File: config.mk
export PLATFORM = sky130hd
export DESIGN_NAME = csa_accum_ctrl_flat
export DESIGN_NICKNAME = d
export VERILOG_FILES = /design/src/rtl/csa_accum_ctrl_if.sv /design/src/rtl/csa_accum_ctrl.sv /design/src/flat_wrapper.sv
export SDC_FILE = /design/constraint.sdc
export NUM_CORES = 1
export LEC_CHECK = 0
export CORE_AREA = 2 2 102 104
export CTS_CLUSTER_SIZE = 8
export DETAILED_ROUTE_END_ITERATION = 7
export DIE_AREA = 0 0 104 106
export PLACE_DENSITY = 0.58
export SYNTH_ARGS = -nofsm -noshare
export SYNTH_HDL_FRONTEND = slang
export SYNTH_SLANG_ARGS = --single-unit
File: constraint.sdc
create_clock -name clk -period 3.5 [get_ports clk]
set_input_delay 0.7 -clock clk [delete_from_list [all_inputs] [get_ports clk]]
set_output_delay 0.7 -clock clk [all_outputs]
set_load 0.05 [all_outputs]
File: src/rtl/csa_accum_ctrl_if.sv
// Handshake bundle for csa_accum_ctrl: operand beats in, one result per job out.
interface csa_accum_ctrl_if #(
  parameter int W     = 8,
  parameter int ACC_W = 16,
  parameter int CNT_W = 8
);
  logic             in_valid;
  logic             in_ready;
  logic [W-1:0]     in_a;
  logic [W-1:0]     in_b;
  logic             in_last;
  logic             out_valid;
  logic             out_ready;
  logic [ACC_W-1:0] out_sum;
  logic [CNT_W-1:0] out_count;
  logic             out_cnt_sat;

  // producer/consumer side
  modport master (
    output in_valid, in_a, in_b, in_last, out_ready,
    input  in_ready, out_valid, out_sum, out_count, out_cnt_sat
  );

  // accumulator side
  modport slave (
    input  in_valid, in_a, in_b, in_last, out_ready,
    output in_ready, out_valid, out_sum, out_count, out_cnt_sat
  );
endinterface

File: src/rtl/csa_accum_ctrl.sv
// Carry-save multi-operand accumulator: one 4:2 compressor row folds two
// operands per beat into (s, c); a single CPA add resolves the job total.

// One 4:2 compressor bit cell. cout does not depend on cin, so the row has
// no horizontal ripple.
module csa_cell (
  input  logic a,
  input  logic b,
  input  logic s,
  input  logic c,
  input  logic cin,
  output logic sum,
  output logic cout,
  output logic carry
);
  logic x;
  assign x     = a ^ b ^ s;
  assign sum   = x ^ c ^ cin;
  assign cout  = (a & b) | (a & s) | (b & s);
  assign carry = (x & c) | (x & cin) | (c & cin);
endmodule

module csa_accum_ctrl #(
  parameter int W     = 8,
  parameter int ACC_W = 16,
  parameter int CNT_W = 8
) (
  input  logic            clk,
  input  logic            rst_n,
  input  logic            clr,
  csa_accum_ctrl_if.slave bus
);
  typedef enum logic [1:0] {IDLE, ACCUM, RESOLVE, DONE} state_t;

  localparam logic [CNT_W-1:0] CNT_MAX = {CNT_W{1'b1}};

  state_t           state;
  logic [ACC_W-1:0] s_q, c_q, result_q;
  logic [CNT_W-1:0] cnt_q;
  logic             sat_q, in_ready_q, out_valid_q;

  logic [ACC_W-1:0] op_a, op_b, nxt_s, nxt_c;
  logic [ACC_W-1:0] row_cout, row_carry;
  logic             accept;

  assign op_a   = {{(ACC_W-W){1'b0}}, bus.in_a};
  assign op_b   = {{(ACC_W-W){1'b0}}, bus.in_b};
  assign accept = bus.in_valid && in_ready_q;

  // Compressor row; the MSB's cout and carry would land above ACC_W, so
  // that bit only computes its sum.
  genvar i;
  generate
    for (i = 0; i < ACC_W; i++) begin : g_row
      logic cin;
      if (i == 0) begin : g_cin0
        assign cin = 1'b0;
      end else begin : g_cinn
        assign cin = row_cout[i-1];
      end
      if (i < ACC_W-1) begin : g_cell
        csa_cell u_cell (
          .a(op_a[i]), .b(op_b[i]), .s(s_q[i]), .c(c_q[i]), .cin(cin),
          .sum(nxt_s[i]), .cout(row_cout[i]), .carry(row_carry[i])
        );
      end else begin : g_msb
        assign nxt_s[i]     = op_a[i] ^ op_b[i] ^ s_q[i] ^ c_q[i] ^ cin;
        assign row_cout[i]  = 1'b0;
        assign row_carry[i] = 1'b0;
      end
    end
  endgenerate

  assign nxt_c = {row_carry[ACC_W-2:0], 1'b0};

  // Controller: sequences accumulate / resolve / present, all outputs registered.
  always_ff @(posedge clk or negedge rst_n) begin
    if (!rst_n) begin
      state       <= IDLE;
      s_q         <= '0;
      c_q         <= '0;
      result_q    <= '0;
      cnt_q       <= '0;
      sat_q       <= 1'b0;
      in_ready_q  <= 1'b0;
      out_valid_q <= 1'b0;
    end else if (clr) begin
      state       <= IDLE;
      s_q         <= '0;
      c_q         <= '0;
      result_q    <= '0;
      cnt_q       <= '0;
      sat_q       <= 1'b0;
      in_ready_q  <= 1'b1;
      out_valid_q <= 1'b0;
    end else begin
      case (state)
        IDLE, ACCUM: begin
          in_ready_q <= 1'b1;
          if (accept) begin
            s_q <= nxt_s;
            c_q <= nxt_c;
            if (cnt_q == CNT_MAX) sat_q <= 1'b1;
            else                  cnt_q <= cnt_q + 1'b1;
            if (bus.in_last) begin
              state      <= RESOLVE;
              in_ready_q <= 1'b0;
            end else begin
              state <= ACCUM;
            end
          end
        end
        RESOLVE: begin
          result_q    <= s_q + c_q;
          out_valid_q <= 1'b1;
          state       <= DONE;
        end
        DONE: begin
          if (bus.out_ready) begin
            s_q         <= '0;
            c_q         <= '0;
            cnt_q       <= '0;
            sat_q       <= 1'b0;
            out_valid_q <= 1'b0;
            in_ready_q  <= 1'b1;
            state       <= IDLE;
          end
        end
        default: state <= IDLE;
      endcase
    end
  end

  assign bus.in_ready    = in_ready_q;
  assign bus.out_valid   = out_valid_q;
  assign bus.out_sum     = result_q;
  assign bus.out_count   = cnt_q;
  assign bus.out_cnt_sat = sat_q;
endmodule

File: src/flat_wrapper.sv
// flat-port wrapper written by rule: the top's interface ports become plain ports
module csa_accum_ctrl_flat 
#(
  parameter int W     = 8,
  parameter int ACC_W = 16,
  parameter int CNT_W = 8
)
  (clk, rst_n, clr, bus_in_valid, bus_in_a, bus_in_b, bus_in_last, bus_out_ready, bus_in_ready, bus_out_valid, bus_out_sum, bus_out_count, bus_out_cnt_sat);
  csa_accum_ctrl_if #(.W(W), .ACC_W(ACC_W), .CNT_W(CNT_W)) bus_i ();
  input  logic clk;
  input  logic rst_n;
  input  logic clr;
  input wire logic [$bits(bus_i.in_valid)-1:0] bus_in_valid;
  input wire logic [$bits(bus_i.in_a)-1:0] bus_in_a;
  input wire logic [$bits(bus_i.in_b)-1:0] bus_in_b;
  input wire logic [$bits(bus_i.in_last)-1:0] bus_in_last;
  input wire logic [$bits(bus_i.out_ready)-1:0] bus_out_ready;
  output wire logic [$bits(bus_i.in_ready)-1:0] bus_in_ready;
  output wire logic [$bits(bus_i.out_valid)-1:0] bus_out_valid;
  output wire logic [$bits(bus_i.out_sum)-1:0] bus_out_sum;
  output wire logic [$bits(bus_i.out_count)-1:0] bus_out_count;
  output wire logic [$bits(bus_i.out_cnt_sat)-1:0] bus_out_cnt_sat;
  assign bus_i.in_valid = bus_in_valid;
  assign bus_i.in_a = bus_in_a;
  assign bus_i.in_b = bus_in_b;
  assign bus_i.in_last = bus_in_last;
  assign bus_i.out_ready = bus_out_ready;
  assign bus_in_ready = bus_i.in_ready;
  assign bus_out_valid = bus_i.out_valid;
  assign bus_out_sum = bus_i.out_sum;
  assign bus_out_count = bus_i.out_count;
  assign bus_out_cnt_sat = bus_i.out_cnt_sat;
  csa_accum_ctrl #(.W(W), .ACC_W(ACC_W), .CNT_W(CNT_W)) u_core (.clk(clk), .rst_n(rst_n), .clr(clr), .bus(bus_i));
endmodule
==> flow_metrics.tcl <==
set metrics [dict create \
    fin_nets 434 \
    syn_to_final_growth_pct 24.4 \
    crit_chain "clkdlybuf4s50_1" \
    dieWidth_um 104 \
    clkSinkCount 59 \
    htree_levels 3 \
    vias 2451 \
    drv_slew 0 \
    cts_tree "built" \
    layout-drive-gt1-share 0.0933 \
    path_class "flop to output pin" \
    ctsLongestPathBuffers 2 \
    grtUsageTotal 0.133 \
    skew_ps 11.4 \
    critPathRequiredTime_ps 2800 \
    async_flop_share 1.00 \
    netlist_area_um2 3390 \
    design.portCount 49 \
    ir_drop_mv 0.186 \
    finalHoldViolCount 0 \
    antenna_found_initial 0 \
    drt-total-wl_um 6610 \
    final_area_um2 4210 \
    clk_pin_slew_ps 70 \
    r2r_cells 9 \
    grt_pass1_vias 2407 \
    cts-buffers-inserted 9 \
    critical-path-top-delay-family "buffers and inverters" \
    initial_utilization 0.339 \
    drtPass1Iterations 4 \
    synth_cell_types 50 \
    syn_inst 334 \
    post-route-min-period_ps 2350 \
    tns_ps 0 \
    crit_path_max_fanout 7 \
    crit_slowest_cell "clkdlybuf4s50_1" \
    seq_area_frac_synth 0.436 \
    cts_setup_buffers 0 \
    grt_max_degree 60 \
    wl_met2_um 2930 \
    synth_area_per_cell_um2 10.1 \
    post_cts_resized 0 \
    end_kind "output pin" \
    min_period_over_period 0.671 \
    met1_length_um 3370 \
    die-area_um2 11000 \
    hold_buffers 0 \
    placed_area_um2 3970 \
    io_buffers 48 \
    critPathArrivalTime_ps 1650 \
    drc 0 \
    row_count 37 \
    leakagePower_uw 0.00184 \
    insertion_delay_ps 340 \
    relSlewSlack 0.283 \
    cp_slowest_stage_delay_ps 840 \
    n_antenna_cell 0 \
    min_path_type "flop to flop" \
    core_area_um2 10000 \
    cp.depth 1 \
    ys_ff_latch 59 \
    outcome "finished, final reports clean" \
    rsz0062_at_grt "false" \
    cp_num_buf_inv 1 \
    via_per_inst 4.70 \
    top_layer "met4" \
    maxCapViolCount 0 \
    finalSetupViolations 0 \
    routedWlPerCell_um 12.7 \
    synth_edf_count 0 \
    drt_iter0_markers 148 \
    fp.dieH_um 106 \
    power_density_nw_per_um2 545 \
    drtAntennaViolNets 0 \
    synth_ff_type "dfrtp_1" \
    tightest_slew_ps 1070 \
    grt_pass1_wl_um 11800 \
    root_buffer "clkbuf_8" \
    place_congestion 0.748 \
    synth_warnings 0 \
    hpwl_um 4770 \
    worst_setup_path_start_kind "flop" \
    min_path_cells 2 \
    globalRouteOverflowTotal 0 \
    dr_wl_met3_um 190 \
    timing.fmax_mhz 426 \
    syn_nets 387 \
]
[stage by stage]
stage | instances | setup slack (ps) | utilization | hold WS (ps) | power (uW)
6_report | 522 | 1150 | 0.421 | 492 | 2290
5_1_grt | 522 | 1010 | 0.421 | 506 | 2480
4_1_cts | 522 | 1140 | 0.421 | 493 | 2330
3_5_place_dp | 506 | 823 | 0.397 | 479 | 1560
3_3_place_gp | 506 | 930 | 0.397 | 467 | 1550
2_1_floorplan | 334 | 1490 | - | 404 | 1350
[synth_stat cells, types with 3 or more instances]
master,n,area (um^2)
fa_1,16,320
xor2_1,6,52.6
clkbuf_1,6,22.5
ha_1,15,188
inv_1,13,48.8
nand3_1,9,45.0
a22o_1,14,123
a21oi_1,9,45.0
xnor2_1,9,78.8
buf_6,3,33.8
nand2_1,65,244
o211ai_1,3,22.5
buf_2,5,25.0
o21ai_0,35,175
o21bai_1,4,30.0
a21oi_2,3,26.3
a21o_1,3,22.5
nor2_1,16,60.1
o31ai_1,5,37.5
dfrtp_1,59,1480
[state kept, by name (all words and copies together), names as in the netlist]
name,flops
u_core.bus.in_ready,1
u_core.bus.out_cnt_sat,1
u_core.bus.out_count,8
u_core.bus.out_sum,16
u_core.bus.out_valid,1
u_core.c_q,14
u_core.s_q,16
u_core.state,2
[metal layers]
metal  GRT usage  up-vias
li1            -     1250
met1       0.187     1160
met2       0.200       31
met3      0.0276       10
met4      0.0550        0
met5           0        -
[report_power, final]
group	internal, uW	switching [uW]	total, uW
Combinational	288	391	679
Clock	490	265	755
Sequential	769	91.8	860
Total	1550	748	2290
[final timing paths]
path / start / to / slack [ps]
setup / recovery: u_core.bus.out_count[0]$_DFFE_PN0P_ / bus_out_count[0] / 1150
hold reg to reg: u_core.c_q[10]$_DFFE_PN0P_ / u_core.c_q[10]$_DFFE_PN0P_ / 490
hold / removal: u_core.c_q[10]$_DFFE_PN0P_ / u_core.c_q[10]$_DFFE_PN0P_ / 490
setup reg to reg: u_core.c_q[2]$_DFFE_PN0P_ / u_core.bus.out_sum[10]$_DFFE_PN0P_ / 1310
min in group asynchronous: rst_n / u_core.s_q[5]$_DFFE_PN0P_ / 500
max in group asynchronous: rst_n / u_core.s_q[3]$_DFFE_PN0P_ / 2500
[cells in the final DEF (no fill, tap or decap), types with 4 or more instances in the layout]
master           instances
a22o_1                  14
nand2_1                 65
o31ai_1                  5
clkdlybuf4s50_1         47
nand3_1                  9
clkbuf_8                10
fa_1                    16
nor2_1                  16
ha_1                    15
inv_1                   13
a21oi_1                  9
o21ai_0                 35
dfrtp_1                 59
xor2_1                   6
xnor2_1                  9
o21bai_1                 4
[final cells by class]
cell class | count | area, um^2
Timing Repair Buffer | 51 | 498
Fill cell | 984 | 5790
Clock buffer | 11 | 141
Tap cell | 136 | 170
Clock inverter | 5 | 100
Inverter | 13 | 48.8
Sequential cell | 59 | 1480
Multi-Input combinational cell | 247 | 1780
[cell families (layout without fill, tap and decap cells)]
group	after synthesis	after routing	synth area share
adder cells (fa/ha/maj)	31	31	0.150
flip-flops	59	59	0.436
AND/OR/NAND/NOR	109	109	0.143
buffers and inverters	28	80	0.0406
AO/OA/AOI/OAI	92	92	0.192
XOR/XNOR	15	15	0.0388
Power figures use the tool's default switching activity.
